[src/rtl/sd_spi_sequencer.sv]
// SD card SPI-mode sequencer: power-up (CMD0/CMD8/ACMD41) and CMD17 block reads.
// Owns chip-select and drives a byte-level SPI master one byte at a time.
module sd_spi_sequencer #(
  parameter int INIT_DUMMY_BYTES = 10,
  parameter int NCR_MAX          = 8,
  parameter int ACMD41_RETRIES   = 1000,
  parameter int TOKEN_TIMEOUT    = 4096,
  parameter int BLOCK_BYTES      = 512
) (
  input  logic        clk,
  input  logic        rst,
  input  logic        init_start,
  output logic        init_done,
  input  logic        rd_start,
  input  logic [31:0] rd_addr,
  output logic        rd_busy,
  output logic [7:0]  data_out,
  output logic        data_valid,
  output logic        error,
  output logic [2:0]  err_code,
  output logic        ss,
  output logic        spi_start,
  output logic [7:0]  spi_data_in,
  input  logic        spi_busy,
  input  logic        spi_new_data,
  input  logic [7:0]  spi_data_out
);

  typedef enum logic [3:0] {
    UNINIT, DUMMY, CMD0, CMD8, CMD55, ACMD41,
    READY, CMD17, TOKEN, DATA, CRC, FAIL
  } state_t;

  typedef enum logic [1:0] {
    PH_GAP, PH_FRAME, PH_POLL, PH_EXTRA
  } phase_t;

  state_t      state;
  phase_t      phase;
  logic        pend;
  logic [15:0] cnt;
  logic [15:0] retry;
  logic [31:0] addr;
  logic [5:0]  cmd;
  logic [31:0] arg;
  logic [7:0]  crc;
  logic [7:0]  tx;
  logic [7:0]  rx;
  logic [2:0]  fcode;
  logic        is_cmd;
  logic        issuing;
  logic        rx_ev;

  assign rx      = spi_data_out;
  assign rx_ev   = pend && spi_new_data;
  assign is_cmd  = state inside {CMD0, CMD8, CMD55, ACMD41, CMD17};
  assign issuing = is_cmd || (state inside {DUMMY, TOKEN, DATA, CRC});

  always_comb begin
    cmd = 6'd0;
    arg = 32'd0;
    crc = 8'h01;
    case (state)
      CMD0:   crc = 8'h95;
      CMD8:   begin cmd = 6'd8;  arg = 32'h0000_01AA; crc = 8'h87; end
      CMD55:  cmd = 6'd55;
      ACMD41: begin cmd = 6'd41; arg = 32'h4000_0000; end
      CMD17:  begin cmd = 6'd17; arg = addr; end
      default: ;
    endcase
  end

  always_comb begin
    tx = 8'hFF;
    if (is_cmd && phase == PH_FRAME) begin
      case (cnt[2:0])
        3'd0: tx = {2'b01, cmd};
        3'd1: tx = arg[31:24];
        3'd2: tx = arg[23:16];
        3'd3: tx = arg[15:8];
        3'd4: tx = arg[7:0];
        3'd5: tx = crc;
        default: ;
      endcase
    end
  end

  // Failure decode for the byte completing this cycle; 0 means no failure.
  always_comb begin
    fcode = 3'd0;
    if (rx_ev) begin
      if (state == TOKEN) begin
        if (rx != 8'hFE &&
            (rx[7:5] == 3'b000 || cnt == 16'(TOKEN_TIMEOUT - 1)))
          fcode = 3'd5;
      end else if (is_cmd && phase == PH_POLL) begin
        if (rx[7]) begin
          if (cnt == 16'(NCR_MAX - 1)) fcode = 3'd4;
        end else begin
          case (state)
            CMD0:   if (rx != 8'h01) fcode = 3'd1;
            CMD8:   if (rx != 8'h01) fcode = 3'd2;
            CMD55:  if (rx > 8'h01) fcode = 3'd3;
            ACMD41: if (rx > 8'h01 ||
                        (rx == 8'h01 &&
                         retry == 16'(ACMD41_RETRIES - 1)))
                      fcode = 3'd3;
            CMD17:  if (rx != 8'h00) fcode = 3'd6;
            default: ;
          endcase
        end
      end else if (state == CMD8 && phase == PH_EXTRA &&
                   cnt == 16'd3 && rx != 8'hAA) begin
        fcode = 3'd2;
      end
    end
  end

  always_ff @(posedge clk) begin
    if (rst) begin
      state       <= UNINIT;
      phase       <= PH_GAP;
      pend        <= 1'b0;
      cnt         <= 16'd0;
      retry       <= 16'd0;
      addr        <= 32'd0;
      ss          <= 1'b1;
      spi_start   <= 1'b0;
      spi_data_in <= 8'hFF;
      init_done   <= 1'b0;
      rd_busy     <= 1'b0;
      data_valid  <= 1'b0;
      data_out    <= 8'h00;
      error       <= 1'b0;
      err_code    <= 3'd0;
    end else begin
      spi_start  <= 1'b0;
      data_valid <= 1'b0;
      if (issuing && !pend && !spi_busy) begin
        spi_start   <= 1'b1;
        spi_data_in <= tx;
        pend        <= 1'b1;
        ss          <= (state == DUMMY) || (is_cmd && phase == PH_GAP);
      end
      if (rx_ev) pend <= 1'b0;
      if (fcode != 3'd0) begin
        state     <= FAIL;
        ss        <= 1'b1;
        init_done <= 1'b0;
        rd_busy   <= 1'b0;
        error     <= 1'b1;
        err_code  <= fcode;
      end else begin
        case (state)
          UNINIT, FAIL: if (init_start) begin
            state    <= DUMMY;
            cnt      <= 16'd0;
            retry    <= 16'd0;
            error    <= 1'b0;
            err_code <= 3'd0;
            ss       <= 1'b1;
          end
          DUMMY: if (rx_ev) begin
            if (cnt == 16'(INIT_DUMMY_BYTES - 1)) begin
              state <= CMD0;
              phase <= PH_FRAME;
              cnt   <= 16'd0;
            end else cnt <= cnt + 16'd1;
          end
          READY: if (rd_start) begin
            addr    <= rd_addr;
            rd_busy <= 1'b1;
            state   <= CMD17;
            phase   <= PH_GAP;
            cnt     <= 16'd0;
          end
          TOKEN: if (rx_ev) begin
            if (rx == 8'hFE) begin
              state <= DATA;
              cnt   <= 16'd0;
            end else cnt <= cnt + 16'd1;
          end
          DATA: if (rx_ev) begin
            data_out   <= rx;
            data_valid <= 1'b1;
            if (cnt == 16'(BLOCK_BYTES - 1)) begin
              state <= CRC;
              cnt   <= 16'd0;
            end else cnt <= cnt + 16'd1;
          end
          CRC: if (rx_ev) begin
            if (cnt == 16'd1) begin
              ss      <= 1'b1;
              rd_busy <= 1'b0;
              state   <= READY;
            end else cnt <= cnt + 16'd1;
          end
          default: if (rx_ev) begin
            case (phase)
              PH_GAP: begin
                phase <= PH_FRAME;
                cnt   <= 16'd0;
              end
              PH_FRAME: begin
                if (cnt == 16'd5) begin
                  phase <= PH_POLL;
                  cnt   <= 16'd0;
                end else cnt <= cnt + 16'd1;
              end
              PH_POLL: begin
                if (rx[7]) cnt <= cnt + 16'd1;
                else begin
                  cnt   <= 16'd0;
                  phase <= PH_GAP;
                  case (state)
                    CMD0:  begin ss <= 1'b1; state <= CMD8; end
                    CMD8:  phase <= PH_EXTRA;
                    CMD55: begin ss <= 1'b1; state <= ACMD41; end
                    ACMD41: begin
                      ss <= 1'b1;
                      if (rx == 8'h00) begin
                        state     <= READY;
                        init_done <= 1'b1;
                      end else begin
                        retry <= retry + 16'd1;
                        state <= CMD55;
                      end
                    end
                    default: state <= TOKEN;
                  endcase
                end
              end
              default: begin
                if (cnt == 16'd3) begin
                  ss    <= 1'b1;
                  state <= CMD55;
                  phase <= PH_GAP;
                  cnt   <= 16'd0;
                end else cnt <= cnt + 16'd1;
              end
            endcase
          end
        endcase
      end
    end
  end

endmodule

[config.mk]
export PLATFORM = sky130hd
export DESIGN_NAME = sd_spi_sequencer
export DESIGN_NICKNAME = d
export VERILOG_FILES = /design/src/rtl/sd_spi_sequencer.sv
export SDC_FILE = /design/constraint.sdc
export NUM_CORES = 1
export LEC_CHECK = 0
export BUFFER_PORTS_ARGS = -buffer_cell sky130_fd_sc_hd__clkbuf_2
export CAP_MARGIN = 20
export CORE_AREA = 2 2 99 101
export CTS_BUF_LIST = sky130_fd_sc_hd__clkbuf_8
export DETAILED_ROUTE_END_ITERATION = 8
export DIE_AREA = 0 0 101 103
export PLACE_DENSITY_LB_ADDON = 0.25
export SLEW_MARGIN = 10
export SYNTH_ARGS = -nofsm -noshare
export SYNTH_HDL_FRONTEND = slang
export SYNTH_SLANG_ARGS = --single-unit
export TNS_END_PERCENT = 1
[constraint.sdc]
create_clock -name clk -period 6 [get_ports clk]
set_clock_uncertainty 0.05 [all_clocks]
set_input_delay 0 -clock clk [delete_from_list [all_inputs] [get_ports clk]]
set_output_delay 0 -clock clk [all_outputs]
set_load 0.02 [all_outputs]
==> summary.md <==
| Metric | Value |
|---|---|
| Clock transition at path regs | `0.10 ns` |
| Final Non-Filler Cells | `910` |
| Crit path buffers/inverters | `0` |
| Number of synthesized flops with an enable pin | `0` |
| Core area | `9460 µm²` |
| Netlist cell types | `80` |
| Grt ovf | `0` |
| CP endpoint kind | `flop` |
| Mux cell area share after synthesis | `1.82%` |
| Setup CP Type | `flop to flop` |
| Tot GR Track Use | `32.1%` |
| Post-CTS setup repair buffer count | `0` |
| Pwr Density | `263 nW/µm²` |
| IO Count | `71` |
| Syn. warnings | `0` |
| Gp weighted congestion | `1.08` |
| Clock sinks | `96` |
| Vias/cell | `6.38` |
| Die width | `101 µm` |
| Setup violators final | `0` |
| Max-cap violation count | `0` |
| Worst-path fanout max | `30` |
| Full die area | `10400 µm²` |
| Compound-Gate Fraction of Synth Area | `23.3%` |
| Post-Synth Adder-Cell Area | `2.50%` |
| Crit-path leading delay family | `compound AO/OA/AOI/OAI gates` |
| Main area contributors after synthesis | `dfxtp_1, nand2_1, a21oi_1` |
| Layout area overhead | `16.8%` |
| Post-route ant nets | `0` |
| Slew headroom | `35.6%` |
| Synthesis-stage register bit count | `96` |
| Cells after synthesis | `718` |
| Post-Syn Area | `5500 µm²` |
| Area share of the largest cell type after synthesis | `35.0%` |
| Final Cycle Share | `64.3%` |
| Rows | `36` |
| Sequential share of the synthesized area | `35.0%` |
| Synth cell count leaders | `nand2_1, dfxtp_1, a21oi_1` |
| Clock root buffer | `clkbuf_8` |
| Worst R2R Start | `cnt[2]$_SDFFE_PP0P_` |
| Final Hold Vio Count | `0` |
| Initial core utilization | `58.1%` |
| CTS tree | `built` |
| DRC Markers | `0` |
| Die Y | `103 µm` |
| Post-Syn Nets | `775` |
| Leakage | `2.22 nW` |
| Number of instances in the placed design | `850` |
| Diode count | `0` |
| Synth Area in Simple Gates | `28.8%` |
| Final min period | `3.86 ns` |
| Post-synth top area cell | `dfxtp_1` |
| Status | `finished clean` |
| Final core utilization | `67.9%` |
| Post-synth ARST share | `0%` |
| RSZ-0062 raised after global routing | `false` |
| CTS max path bufs | `2` |
| Critical Path Slowest Stage Cell | `dfxtp_1` |
| Final net count | `848` |
| Largest family of logic cells by synthesized area | `simple AND/OR/NAND/NOR gates` |
| Global-route wire length before repair | `26.4 mm` |
| VDD IR max | `0.000200 V` |
| Most common cell in the netlist | `nand2_1` |
| TritonRoute pass-1 iters | `7` |
| XOR/XNOR Fraction of Synth Area | `2.07%` |
| Dpl cell area | `5760 µm²` |
| Worst hold path type | `primary input to flop` |
| Fin area | `6420 µm²` |
| CP startpoint kind | `flop` |
| Critical Path Start | `cnt[2]$_SDFFE_PP0P_` |
| Worst-Skew Late Latency | `0.38 ns` |
| Ys flop type | `dfxtp_1` |
| Fraction of layout cells with a size suffix above 1 | `13.4%` |
| Number of global-route vias before repair | `5283` |
| Largest net degree at the start of global routing | `76` |
| Antenna violations before repair | `0` |
| CP Cell Sequence | `nand3_1 > nor4_1 > a21oi_1 > o21ai_1 > o21a_1 > nor2_1 > a32o_1` |
| Synth Area per Inst | `7.66 µm²` |
| Num CTS Buffers | `9` |
| Worst Hold Launch | `spi_data_out[7]` |
| Fin Setup TNS | `0 ns` |
| Max-slew violations | `0` |
| Max frequency | `0.259 GHz` |
| Worst EP arrival | `4.08 ns` |
| Dpl hpwl | `11.2 mm` |
| DRT Wirelength | `16.6 mm` |
| Crit path largest cell delay | `0.97 ns` |
| H-tree Lvls | `3` |
| IO Port Bufs | `70` |
| Via count | `5803` |
| Initial DRC count | `534` |
| Worst-margin pin slew | `0.965 ns` |
| CP required | `6.23 ns` |
| Drt wl/cell | `18.3 µm` |
-- worst reg2reg max path, cell delays in order (launching register included) --
cell and delay [ns]:
dfxtp_1 0.97, nand3_1 0.36, nor4_1 0.76, a21oi_1 0.15, o21ai_1 0.25, o21a_1 0.65
nor2_1 0.25, a32o_1 0.32
-- stage by stage --
stage	hold slack, ns	setup WS (ns)	power (W)
after floorplan	0.0860	3.51	0.00108
after global placement	0.173	2.42	0.00120
after CTS	0.0206	2.28	0.00167
final	0.0408	2.14	0.00169
after detailed placement	0.179	2.30	0.00120
after global routing	0.0667	1.81	0.00177
-- per-layer routing --
layer | track usage, % | wire (µm) | vias to the layer above
met3 | 6.24 | 1340 | 45
met1 | 42.6 | 6850 | 2695
met5 | 0 | 0 | -
met4 | 13.3 | 627 | 0
li1 | - | - | 2755
met2 | 51.3 | 7820 | 308
-- flip-flops by register name (all words and copies together), names as in the netlist --
| name | flops |
|---|---|
| data_out | 8 |
| spi_start | 1 |
| spi_data_in | 8 |
| rd_busy | 1 |
| cnt | 16 |
| data_valid | 1 |
| err_code | 3 |
| phase | 2 |
| ss | 1 |
| state | 4 |
| error | 1 |
| retry | 16 |
| pend | 1 |
| init_done | 1 |
| addr | 32 |
-- path summary, 6_finish.rpt --
| kind | to | slack (ns) | cells after the start |
|---|---|---|---|
| worst max-delay path | err_code[2]$_SDFFE_PP0P_ | 2.14 | 7 |
| worst min-delay path | data_out[7]$_SDFFE_PP0P_ | 0.04 | 3 |
| worst min register to register | addr[11]$_SDFFE_PP0P_ | 0.41 | 2 |
| worst max register to register | err_code[2]$_SDFFE_PP0P_ | 2.14 | 7 |
-- cells by family (layout without fill, tap and decap cells) --
kind of cell | Yosys count | count (layout)
simple gates | 317 | 317
compound gates | 189 | 189
flops | 96 | 96
buf+inv | 82 | 160
xor+xnor | 13 | 13
fa+ha+maj | 11 | 11
mux | 10 | 10
-- cell usage in the layout, fill, tap and decap left out, types with 3 or more instances in the layout --
master / netlist / final
a211oi_1: 10 / 10
a21boi_0: 4 / 4
a21oi_1: 63 / 63
a221oi_1: 6 / 6
a22oi_1: 3 / 3
a31oi_1: 7 / 7
and2_1: 6 / 6
and3_1: 7 / 7
buf_4: 1 / 4
clkbuf_2: 2 / 70
clkbuf_8: 0 / 9
dfxtp_1: 96 / 96
dlygate4sd3_1: 0 / 42
ha_1: 11 / 11
inv_1: 26 / 26
inv_8: 0 / 3
mux2i_1: 10 / 10
nand2_1: 113 / 113
nand2b_1: 8 / 8
nand3_1: 32 / 32
nand3b_1: 3 / 3
nand4_1: 17 / 17
nand4b_1: 3 / 3
nor2_1: 57 / 57
nor2b_1: 3 / 3
nor3_1: 21 / 21
nor4_1: 14 / 14
o211ai_1: 8 / 8
o21a_1: 5 / 5
o21ai_0: 25 / 25
o221ai_1: 5 / 5
o22ai_1: 4 / 4
o31ai_1: 8 / 8
o32ai_1: 11 / 11
or3_1: 9 / 9
or4_1: 5 / 5
xnor2_1: 11 / 11
-- cell type report --
cell class,instances,area [µm²]
Inverter,26,97.6
Timing Repair Buffer,118,831
Clock inverter,7,87.6
Sequential cell,96,1920
Clock buffer,9,124
Tap cell,114,143
Multi-Input combinational cell,540,3220
Fill cell,786,3040
-- where the power goes --
group | switching, W | total (W) | internal, W
logic | 0.000337 | 0.000516 | 0.000179
clock network | 0.000252 | 0.000454 | 0.000202
registers | 0.0000494 | 0.000716 | 0.000667
total | 0.000639 | 0.00169 | 0.00105
-- what timing repair did --
action / CTS / global route
endpoints found under the hold margin: 41 / 0
gates resized for setup: 0 / 0
hold buffers: 42 / 0
Note: power is estimated with default switching activity, not from simulation.
